### src/rtl/spm_bank_arbiter.sv
// spm_bank_arbiter: multi-port to multi-bank scratchpad crossbar.
// Each bank runs its own round-robin arbiter over the requester ports; the
// winner's request is forwarded to the bank in the grant cycle and the bank's
// read data is routed back to that port one cycle later.
module spm_bank_arbiter #(
    parameter  int unsigned NumPorts      = 2,
    parameter  int unsigned NumBanks      = 4,
    parameter  int unsigned AddrWidth     = 18,
    parameter  int unsigned DataWidth     = 64,
    parameter  int unsigned BankWords     = 1024,
    localparam int unsigned BankAddrWidth = $clog2(BankWords),
    localparam int unsigned StrbWidth     = DataWidth / 8
) (
    input  logic                                    clk_i,
    input  logic                                    rst_i,
    input  logic [NumPorts-1:0]                     req_i,
    output logic [NumPorts-1:0]                     gnt_o,
    input  logic [NumPorts-1:0][AddrWidth-1:0]      addr_i,
    input  logic [NumPorts-1:0]                     we_i,
    input  logic [NumPorts-1:0][DataWidth-1:0]      wdata_i,
    input  logic [NumPorts-1:0][StrbWidth-1:0]      strb_i,
    output logic [NumPorts-1:0]                     rvalid_o,
    output logic [NumPorts-1:0][DataWidth-1:0]      rdata_o,
    output logic [NumBanks-1:0]                     bank_req_o,
    output logic [NumBanks-1:0]                     bank_we_o,
    output logic [NumBanks-1:0][BankAddrWidth-1:0]  bank_addr_o,
    output logic [NumBanks-1:0][DataWidth-1:0]      bank_wdata_o,
    output logic [NumBanks-1:0][StrbWidth-1:0]      bank_be_o,
    input  logic [NumBanks-1:0][DataWidth-1:0]      bank_rdata_i
);

    localparam int unsigned ByteOff  = $clog2(StrbWidth);
    localparam int unsigned SelW     = (NumBanks > 1) ? $clog2(NumBanks) : 0;
    localparam int unsigned SelWidth = (SelW > 0) ? SelW : 1;
    localparam int unsigned PtrWidth = (NumPorts > 1) ? $clog2(NumPorts) : 1;

    localparam logic [PtrWidth:0]   PortCount = (PtrWidth + 1)'(NumPorts);
    localparam logic [PtrWidth-1:0] LastPort  = PtrWidth'(NumPorts - 1);

    logic [SelWidth-1:0]      port_bank   [NumPorts];
    logic [BankAddrWidth-1:0] port_word   [NumPorts];
    logic [PtrWidth-1:0]      rr_q        [NumBanks];
    logic [PtrWidth-1:0]      rr_next     [NumBanks];
    logic [PtrWidth-1:0]      win_port    [NumBanks];
    logic [NumBanks-1:0]      win_valid;
    logic [NumPorts-1:0]      gnt;
    logic [NumPorts-1:0]      resp_valid_q;
    logic [NumPorts-1:0]      resp_read_q;
    logic [SelWidth-1:0]      resp_bank_q [NumPorts];

    // Address decode: word-interleaved bank select above the byte offset,
    // bank word index above that; upper address bits fall off the casts.
    always_comb begin
        for (int unsigned p = 0; p < NumPorts; p++) begin
            port_bank[p] = (SelW > 0) ? SelWidth'(addr_i[p] >> ByteOff) : '0;
            port_word[p] = BankAddrWidth'(addr_i[p] >> (ByteOff + SelW));
        end
    end

    // Per-bank round-robin: scan ports starting at rr_q[b], first hit wins.
    always_comb begin
        logic [PtrWidth:0]   cand_sum;
        logic [PtrWidth-1:0] cand;
        cand_sum  = '0;
        cand      = '0;
        win_valid = '0;
        gnt       = '0;
        for (int unsigned b = 0; b < NumBanks; b++) begin
            win_port[b] = '0;
            rr_next[b]  = rr_q[b];
            for (int unsigned i = 0; i < NumPorts; i++) begin
                cand_sum = {1'b0, rr_q[b]} + (PtrWidth + 1)'(i);
                if (cand_sum >= PortCount) begin
                    cand_sum = cand_sum - PortCount;
                end
                cand = cand_sum[PtrWidth-1:0];
                if (!win_valid[b] && req_i[cand] && (port_bank[cand] == SelWidth'(b))) begin
                    win_valid[b] = 1'b1;
                    win_port[b]  = cand;
                end
            end
            if (win_valid[b]) begin
                gnt[win_port[b]] = 1'b1;
                rr_next[b]       = (win_port[b] == LastPort) ? '0 : win_port[b] + 1'b1;
            end
        end
        // Reset suppresses every grant so nothing is accepted while rst_i is high.
        if (rst_i) begin
            win_valid = '0;
            gnt       = '0;
        end
    end

    assign gnt_o = gnt;

    // Forward the winning port's payload to each bank; idle banks drive zero.
    always_comb begin
        bank_req_o   = '0;
        bank_we_o    = '0;
        bank_addr_o  = '0;
        bank_wdata_o = '0;
        bank_be_o    = '0;
        for (int unsigned b = 0; b < NumBanks; b++) begin
            if (win_valid[b]) begin
                bank_req_o[b]   = 1'b1;
                bank_we_o[b]    = we_i[win_port[b]];
                bank_addr_o[b]  = port_word[win_port[b]];
                bank_wdata_o[b] = wdata_i[win_port[b]];
                bank_be_o[b]    = strb_i[win_port[b]];
            end
        end
    end

    // Round-robin pointers advance past the winner only on granting cycles.
    always_ff @(posedge clk_i or posedge rst_i) begin
        if (rst_i) begin
            for (int unsigned b = 0; b < NumBanks; b++) begin
                rr_q[b] <= '0;
            end
        end else begin
            for (int unsigned b = 0; b < NumBanks; b++) begin
                if (win_valid[b]) begin
                    rr_q[b] <= rr_next[b];
                end
            end
        end
    end

    // Response routing: remember which bank each accepted request went to.
    always_ff @(posedge clk_i or posedge rst_i) begin
        if (rst_i) begin
            resp_valid_q <= '0;
            resp_read_q  <= '0;
            for (int unsigned p = 0; p < NumPorts; p++) begin
                resp_bank_q[p] <= '0;
            end
        end else begin
            resp_valid_q <= gnt;
            for (int unsigned p = 0; p < NumPorts; p++) begin
                if (gnt[p]) begin
                    resp_read_q[p] <= !we_i[p];
                    resp_bank_q[p] <= port_bank[p];
                end
            end
        end
    end

    // Responses come only from the routing registers; writes return zero data.
    always_comb begin
        rvalid_o = resp_valid_q;
        rdata_o  = '0;
        for (int unsigned p = 0; p < NumPorts; p++) begin
            if (resp_valid_q[p] && resp_read_q[p]) begin
                rdata_o[p] = bank_rdata_i[resp_bank_q[p]];
            end
        end
    end

endmodule

### config.mk
export PLATFORM = sky130hd
export DESIGN_NAME = spm_bank_arbiter
export DESIGN_NICKNAME = d
export VERILOG_FILES = /design/src/rtl/spm_bank_arbiter.sv
export SDC_FILE = /design/constraint.sdc
export NUM_CORES = 1
export LEC_CHECK = 0
export BUFFER_PORTS_ARGS = -buffer_cell sky130_fd_sc_hd__buf_2
export CELL_PAD_IN_SITES_DETAIL_PLACEMENT = 0
export CELL_PAD_IN_SITES_GLOBAL_PLACEMENT = 1
export CORE_AREA = 5 5 352 354
export CTS_CLUSTER_SIZE = 28
export DETAILED_ROUTE_END_ITERATION = 10
export DIE_AREA = 0 0 357 359
export PLACE_DENSITY = 0.44
export SETUP_SLACK_MARGIN = 0.1
export SYNTH_ARGS = -nofsm -noshare
export SYNTH_HDL_FRONTEND = slang
export SYNTH_SLANG_ARGS = --single-unit
### constraint.sdc
create_clock -name clk_i -period 2.6 [get_ports clk_i]
set_input_delay 0.52 -clock clk_i [delete_from_list [all_inputs] [get_ports clk_i]]
set_output_delay 0.52 -clock clk_i [all_outputs]
set_load 0.02 [all_outputs]
Word level (Yosys, flattened, before mapping)

Index checks and enable logic that the tools add are counted.

$add $sub $neg: 16
Magnitude comparators: 38
Muxes and demuxes: 144
Equality and inequality tests: 6
Reduce and logical (&&, ||, !) cells: 30
Bitwise operators: 15

Operators with widths:

| kind                                                | count |
|---|---|
| 2-to-1 mux 64 bit                                   | 16 |
| binary-select mux 64 bit (select 2 bit)             | 2 |
| 2-to-1 mux 10 bit                                   | 16 |
| 2-to-1 mux 8 bit                                    | 12 |
| 2-to-1 mux 1 bit                                    | 64 |
| 2-to-1 mux 2 bit                                    | 29 |
| >= comparator 2 bit, second input constant          | 16 |
| < comparator 1 x 2 -> 1 bit, second input constant  | 12 |
| inverter 1 -> 2 bit                                 | 12 |
| logical AND 1 bit                                   | 18 |
| adder 1 x 1 -> 2 bit, second input constant         | 4 |
| equality test 2 bit, second input constant          | 4 |
| >= comparator 1 x 2 -> 1 bit, second input constant | 4 |
| AND reduction 2 bit                                 | 4 |
| subtractor 1 bit, second input constant             | 8 |
| zero test 1 bit                                     | 6 |
| < comparator 2 x 3 -> 1 bit, second input constant  | 2 |
| bitwise OR 2 bit                                    | 3 |
| adder 1 bit, second input constant                  | 4 |
| demux 1 bit (select 1 bit)                          | 4 |
| equality test 2 x 1 -> 1 bit, second input constant | 2 |
| >= comparator 1 bit, second input constant          | 4 |
| zero test 2 bit                                     | 2 |
| 2-to-1 mux 4 bit                                    | 1 |

Output and inout port bits: 468
Logic and storage cells: 258
Bits of input ports: 442
Bits in registers: 12

Depth between registers and ports, before layout

Gate-level depths: netlist (run 1).

Depth in word-level cells: 25
Mapped depth: 7

Worst setup path before layout (run 1)

No wires, ideal clock.

Kind: input to output
Start: input addr_i[4] (netlist bit)
End: output bank_be_o[0] (netlist bit)
Slack: 0.124 ns
Buffers on the path: 3
Data required time: 2.080 ns
Cell stages on the path: 7
Data arrival time: 1.956 ns
Path through: buf_2 or3b_1 nand2_1 nand2_1 buf_2 buf_1 a21oi_1

RTL lines:

| what            | RTL line | RTL |
|---|---|---|
| start, declared | 18       | `input logic [NumPorts-1:0][AddrWidth-1:0] addr_i,` |
| end, declared   | 28       | `output logic [NumBanks-1:0][StrbWidth-1:0] bank_be_o,` |

==> key figures, run 1 <==
Outcome
  – Status: finished with violations
  – Failing checks: negative setup slack

Worst setup path
  – Critical Path Start Type: input pin
  – Setup slack, reg-to-reg: approximately 0.77 ns
  – Largest delay share family, worst path: buffers and inverters
  – Worst EP arrival: 2.13 ns
  – Critical path class: in -> out
  – CP endpoint kind: output pin
  – FF-to-FF Start: rr_q[1]
  – Crit-path cells: buf_12, nand3b_1, a41oi_4, buf_4, clkbuf_16, nand2_1, a21oi_4, buf_6
  – Required time of the critical path: 2.08 ns
  – CP bufs+invs: 4
  – CP Max Fanout: 8
  – Slowest stage cell, crit path: a41oi_4
  – CP startpoint: addr_i[22]
  – Slowest stage delay, CP: 0.34 ns

Detailed routing
  – First-pass DRT Iterations: 5
  – Routed vias/inst: roughly 4.0
  – Total wire length: roughly 110000 um
  – ANT nets after route: 0
  – WL/cell: ~27 um
  – Initial drt markers: 876
  – Detailed-route via count: 15700
  – Post-route DRC: 0

Synthesis
  – Synth Area in XOR/XNOR: 0%
  – Adder-cell share of the synthesized area: 0%
  – Ys flop type: dfrtp_1
  – Post-synth cell types: 36
  – Syn nets: 1756
  – EDFF count, synth: 0
  – Simple-Gate Fraction of Synth Area: about 31%
  – Area contributors post-synth: mux4_2 32%, nand2_1 21%, a21oi_1 14%
  – Post-synth ARST share: between 90% and 100%
  – Post-synthesis compound-gate area fraction: about a quarter
  – Largest family of logic cells by synthesized area: multiplexers
  – Synth area leader: mux4_2
  – Post-Syn Area per Cell: 6.81 um^2
  – Yosys top cell area share: about a third
  – Post-Syn Instances: 1314
  – Post-synthesis sequential area ratio: around 3.4%
  – FF+latch count, synth: 12
  – YS warnings: 0
  – Mapped cell area: 8950 um^2
  – Multiplexer share of the synthesized area: approximately a third

STA
  – RSZ-0062 raised after global routing: true
  – Tcrit/Tclk final: 102%
  – Hold slack: around 0.46 ns
  – Final Hold Vio Count: 0
  – Max Clock Skew: 0.00125 ns
  – Worst rel slew slack: a little under three quarters
  – Setup TNS: -0.519 ns
  – Tmin final: roughly 2.6 ns
  – Max Slew Vio Count: 0
  – Slew @ Worst Pin: around 0.43 ns
  – Final setup violation count: 38
  – Fmax: 378 MHz
  – Final worst setup slack: -0.0484 ns

Job
  – Max cap viols: 0

Place
  – Hpwl dp: about 80000 um
  – Port bufs: 897
  – Dpl cells: around 3800
  – GPL Wtd Cong: a little over 0.8

Floorplanning
  – Die height: 359 um
  – Die X-Extent: around 360 um
  – Row count: roughly 130
  – Initial Util: ~7.4%
  – Core area: 121000 um^2
  – Total die area: about 130000 um^2
  – Boundary pin count: 910

Pwr
  – Pwr/cell area: around 260 nW/um^2
  – Clock power frac: 5.7%
  – Maximum VDD drop: between 0.00015 and 0.0002 V
  – Pwr Total: a little under 0.006 W
  – Sw Share: 50.4%
  – Sw power: 0.00295 W
  – Power share of the combinational group: approximately nine tenths
  – Sequential fraction of design power: 5.3%
  – Leakage: between 10 and 15 nW
  – Internal Pwr Total: 0.00291 W

Global routing
  – GR peak layer: met2
  – First-pass GRT wire length: ~130000 um
  – Initial antenna violation count: 27
  – Met3 Use GR: about 3.5%
  – GRT overflow: 0
  – Pin count of the biggest net entering global routing: 66
  – GRT Total Usage: around 15%
  – GR Util met1: approximately 17%
  – Number of global-route vias before repair: about 15000
  – Met2 Use GR: roughly a quarter

Clock network
  – CTS tree: built
  – Htree depth: 1
  – Latest clock arrival within the worst-skew pair: roughly 0.25 ns
  – Clock Tree Root: clkbuf_16
  – Clk slew on worst S/H paths: approximately 0.050 ns
  – Clock sinks: 12
  – CTS max path bufs: 2
  – CTS Buf Count: 3

Finish
  – Area grow syn2layout: 149%
  – Post-Route Utilization: between 15 and 20%
  – Final net count: 2761
  – Fin cells: between 3000 and 4000
  – Layout cells sized above 1: roughly 73%
  – Fillers: roughly 14000
  – Commonest non-fill, non-tap cell in the layout: buf_2
  – Commonest cells after routing, fill and taps aside: 650 x buf_2, 327 x nand2_1, 213 x buf_6, 168 x a21oi_2, 157 x buf_4

Min path
  – Worst hold path class: in -> async
[power groups by stage]
stage	Sequential (W)	Combinational, W	Clock [W]
detailed placement	0.000366	0.00423	0
finish	0.000311	0.00522	0.000334
global route	0.000321	0.00551	0.000353
floorplan	0.000245	0.00232	0
global placement	0.000364	0.00424	0
CTS	0.000334	0.00465	0.000348
[metal layers]
metal	wire, um	vias up
met1	43000	8001
met5	20	-
met3	8220	121
li1	-	6818
met4	2760	4
met2	54600	731
[synth_stat cells, drive strengths merged (3+ instances only)]
cell,count
nand2,502
a21oi,252
and3,128
mux4,128
buf,86
a22o,83
clkbuf,72
dfrtp,12
inv,10
o21ai,6
nor2,4
mux2,3
nand3b,3
[sequential cells by signal (all words and copies together), names as in the netlist]
register,count
resp_bank_q,4
rr_q,4
resp_read_q,2
rvalid_o,2
[logic make-up (layout without fill, tap and decap cells)]
group | Yosys count | after routing
other | 0 | 5
flip-flops | 12 | 12
AO/OA/AOI/OAI | 355 | 355
buffers and inverters | 168 | 1172
multiplexers | 133 | 133
AND/OR/NAND/NOR | 646 | 646
[stage by stage]
| step | setup WS [ns] | cell area [um^2] |
|---|---|---|
| final | -0.0484 | 22300 |
| after global routing | -0.0952 | 22300 |
| after CTS | -0.0491 | 18700 |
| after detailed placement | -0.200 | 16600 |
| after global placement | -0.220 | 16600 |
| after floorplan | 0.124 | 8950 |
[final timing paths]
kind	to	cells past startpoint
min in group clk_i	rr_q[0]	2
setup reg to reg	resp_bank_q[0]	7
setup / recovery	bank_addr_o[14]	8
hold reg to reg	rr_q[0]	2
max in group asynchronous	resp_bank_q[3]	4
hold / removal	rr_q[0]	3
[final cells by class]
type                       count  area, um^2  share of cell area (%)
antenna                        5        12.5                  0.0561
multi-input combinational   1134        9950                    44.6
sequential                    12         320                    1.44
timing repair buffer        1158        9850                    44.2
clock buffer                   4        88.8                   0.398
tap                         1625        2030                    9.12
inverter                      10        41.3                   0.185
[worst register-to-register path: stages, from the launching register on]
cell and delay, ns:
dfrtp_1 0.45, o21ai_4 0.24, buf_6 0.12, buf_6 0.09, buf_12 0.12, a41o_4 0.26, buf_4 0.12, mux2_2 0.31
[timing repair]
action	in CTS	in global routing
hold buffers	0	0
pin swaps	97	168
endpoints found under the hold margin	0	0
endpoints found under the setup margin	394	421
resized for setup	394	629
gates cloned	11	33
setup buffers	38	45
No activity file was read; power rests on OpenSTA's default activity.
==> run 2: changes to the inputs <==
--- a/config.mk
+++ b/config.mk
@@ -12,7 +12,9 @@
 export CTS_CLUSTER_SIZE = 28
 export DETAILED_ROUTE_END_ITERATION = 10
 export DIE_AREA = 0 0 357 359
+export GPL_TIMING_DRIVEN = 0
 export PLACE_DENSITY = 0.44
+export RECOVER_POWER = 100
 export SETUP_SLACK_MARGIN = 0.1
 export SYNTH_ARGS = -nofsm -noshare
 export SYNTH_HDL_FRONTEND = slang
==> key figures, run 2 (synthesis gave the netlist of run 1 again) <==
Finish
  – Fillers: 13700 (-1.5%)
  – Fin cells: 3989 (+1.0%)
  – Commonest non-fill, non-tap cell in the layout: buf_2
  – Final instance area: 24300 um^2 (+8.9%)
  – Biggest registers after layout: resp_bank_q: 4 flops, rr_q: 4 flops
  – Commonest cells after routing, fill and taps aside: 574 x buf_2, 293 x nand2_1, 280 x buf_6, 153 x nand2_4, 138 x a21oi_2
  – Area grow syn2layout: 171%
  – Multi-input logic area: 11000 um^2 (+11%)
  – Final net count: 2795 (+1.2%)
  – Layout cells sized above 1: 77.0% (+3.6 points)
  – Register area: 304 um^2 (-5.1%)

Detailed routing
  – Routed vias/inst: 4.02 (+1.3%)
  – Detailed-route via count: 16000 (+2.4%)
  – First-pass DRT Iterations: 5 (unchanged)
  – Post-route DRC: 0 (unchanged)
  – Initial drt markers: 831 (-5.1%)
  – Total wire length: 123000 um (+14%)
  – ANT nets after route: 0 (unchanged)
  – WL/cell: 30.9 um (+12%)

Worst setup path
  – CP Max Fanout: 5 (-3)
  – Setup slack, reg-to-reg: 0.79 ns (+0.02 ns)
  – CP endpoint kind: output pin
  – Required time of the critical path: 2.08 ns (about the same)
  – FF-to-FF Start: rr_q[0]
  – Critical path class: in -> out
  – Worst EP arrival: 2.13 ns (about the same)
  – Critical Path Start Type: input pin
  – R2R Path End: resp_bank_q[2]
  – R2R cell count: 5 (-2)

STA
  – Max Slew Vio Count: 0 (unchanged)
  – Fmax: 378 MHz (about the same)
  – Max Clock Skew: 0.00156 ns (+0.000309 ns)
  – Tmin final: 2.65 ns (-0.00182 ns)
  – Final Hold Vio Count: 0 (unchanged)
  – Hold slack: 0.276 ns (-0.188 ns)
  – Slew @ Worst Pin: 0.759 ns (+0.333 ns)
  – Final worst setup slack: -0.0466 ns (+0.00182 ns)
  – Worst rel slew slack: 49.4% (-22 points)
  – Tcrit/Tclk final: 102% (about the same)
  – RSZ-0062 raised after global routing: true
  – Final setup violation count: 72 (+89%)
  – Setup TNS: -1.50 ns (-0.982 ns)

Clock network
  – Clock sinks: 12 (unchanged)
  – Post-CTS Hold Fix Bufs: 0 (unchanged)
  – Clk slew on worst S/H paths: 0.05 ns (about the same)
  – CTS tree: built
  – CTS max path bufs: 2 (unchanged)
  – Htree depth: 1 (unchanged)
  – Clock Tree Root: clkbuf_16
  – CTS Buf Count: 3 (unchanged)
  – Latest clock arrival within the worst-skew pair: 0.25 ns (about the same)

Floorplanning
  – Row count: 128 (unchanged)
  – Die height: 359 um (unchanged)
  – Die X-Extent: 357 um (unchanged)
  – Core area: 121000 um^2 (unchanged)
  – Initial Util: 7.41% (unchanged)
  – Total die area: 128000 um^2 (unchanged)
  – Boundary pin count: 910 (unchanged)

Pwr
  – Maximum VDD drop: 0.000174 V (+7.1%)
  – Leakage: 11.0 nW (+4.7%)
  – Pwr/cell area: 270 nW/um^2 (+2.8%)
  – Pwr Total: 0.00656 W (+12%)

Place
  – GPL Wtd Cong: 0.835 (+3.0%)
  – Port bufs: 895 (-0.22%)
  – Dpl cells: 3834 (+0.55%)
  – Hpwl dp: 95500 um (+18%)
  – Post-DP Area: 15500 um^2 (-7.1%)

Min path
  – Worst hold path class: in -> async

Global routing
  – Number of global-route vias before repair: 16200 (+4.9%)
  – GRT Total Usage: 17.2% (+2.6 points)
  – Pin count of the biggest net entering global routing: 11 (-83%)
  – First-pass GRT wire length: 152000 um (+14%)
  – GRT overflow: 0 (unchanged)
  – Initial antenna violation count: 25 (-7.4%)

Outcome
  – Failing checks: negative setup slack
  – Status: finished with violations

Job
  – Max cap viols: 0 (unchanged)
-- run 2: worst max path at each step --
stage / endpoint / start
after floorplan: bank_be_o[0] / addr_i[4]
after global placement: bank_addr_o[25] / rst_i
after detailed placement: bank_wdata_o[104] / addr_i[3]
after CTS: bank_wdata_o[27] / addr_i[4]
after global routing: bank_be_o[23] / addr_i[3]
final: bank_addr_o[2] / addr_i[3]
-- run 2: cell type report --
type / count / area share, %
antenna: 12 / 0.124
timing repair buffer: 1038 / 35.4
inverter: 10 / 0.180
multi-input combinational: 1134 / 45.4
buffer: 154 / 8.87
clock buffer: 4 / 0.366
tap: 1625 / 8.38
sequential: 12 / 1.25
-- run 2: report_power, final --
group	leakage (nW)	internal, W	switching [W]
logic	10.8	0.00274	0.00321
registers	0.138	0.000224	0.0000476
clock network	0.0442	0.000234	0.000111
-- run 2: stage by stage --
stage          utilization, %  setup WS [ns]
3_3_place_gp             12.8          -1.51
3_5_place_dp             12.8          -1.33
4_1_cts                  16.9         -0.101
6_report                 20.1        -0.0466
2_1_floorplan               -          0.124
5_1_grt                  20.1         -0.110
-- run 2: metal layers --
metal	track usage (%)	vias up	routed length, um
met5	0	-	9
met1	19.0	8260	44900
li1	-	6905	-
met4	4.29	2	3670
met3	4.09	145	9100
met2	32.7	734	65500
-- run 2: critical path: stages --
cell and delay, ns:
buf_8 0.10, or3b_4 0.42, o21ai_4 0.16, buf_12 0.16, buf_16 0.17, buf_12 0.17, nand2_4 0.06, a21oi_4 0.17
buf_6 0.14
-- run 2: timing repair --
action                     4_1_cts  5_1_grt
gates resized for setup        983      930
setup endpoints to repair      467      443
gates cloned                    30       24
pin swaps                      150      199
buffers inserted                59       38
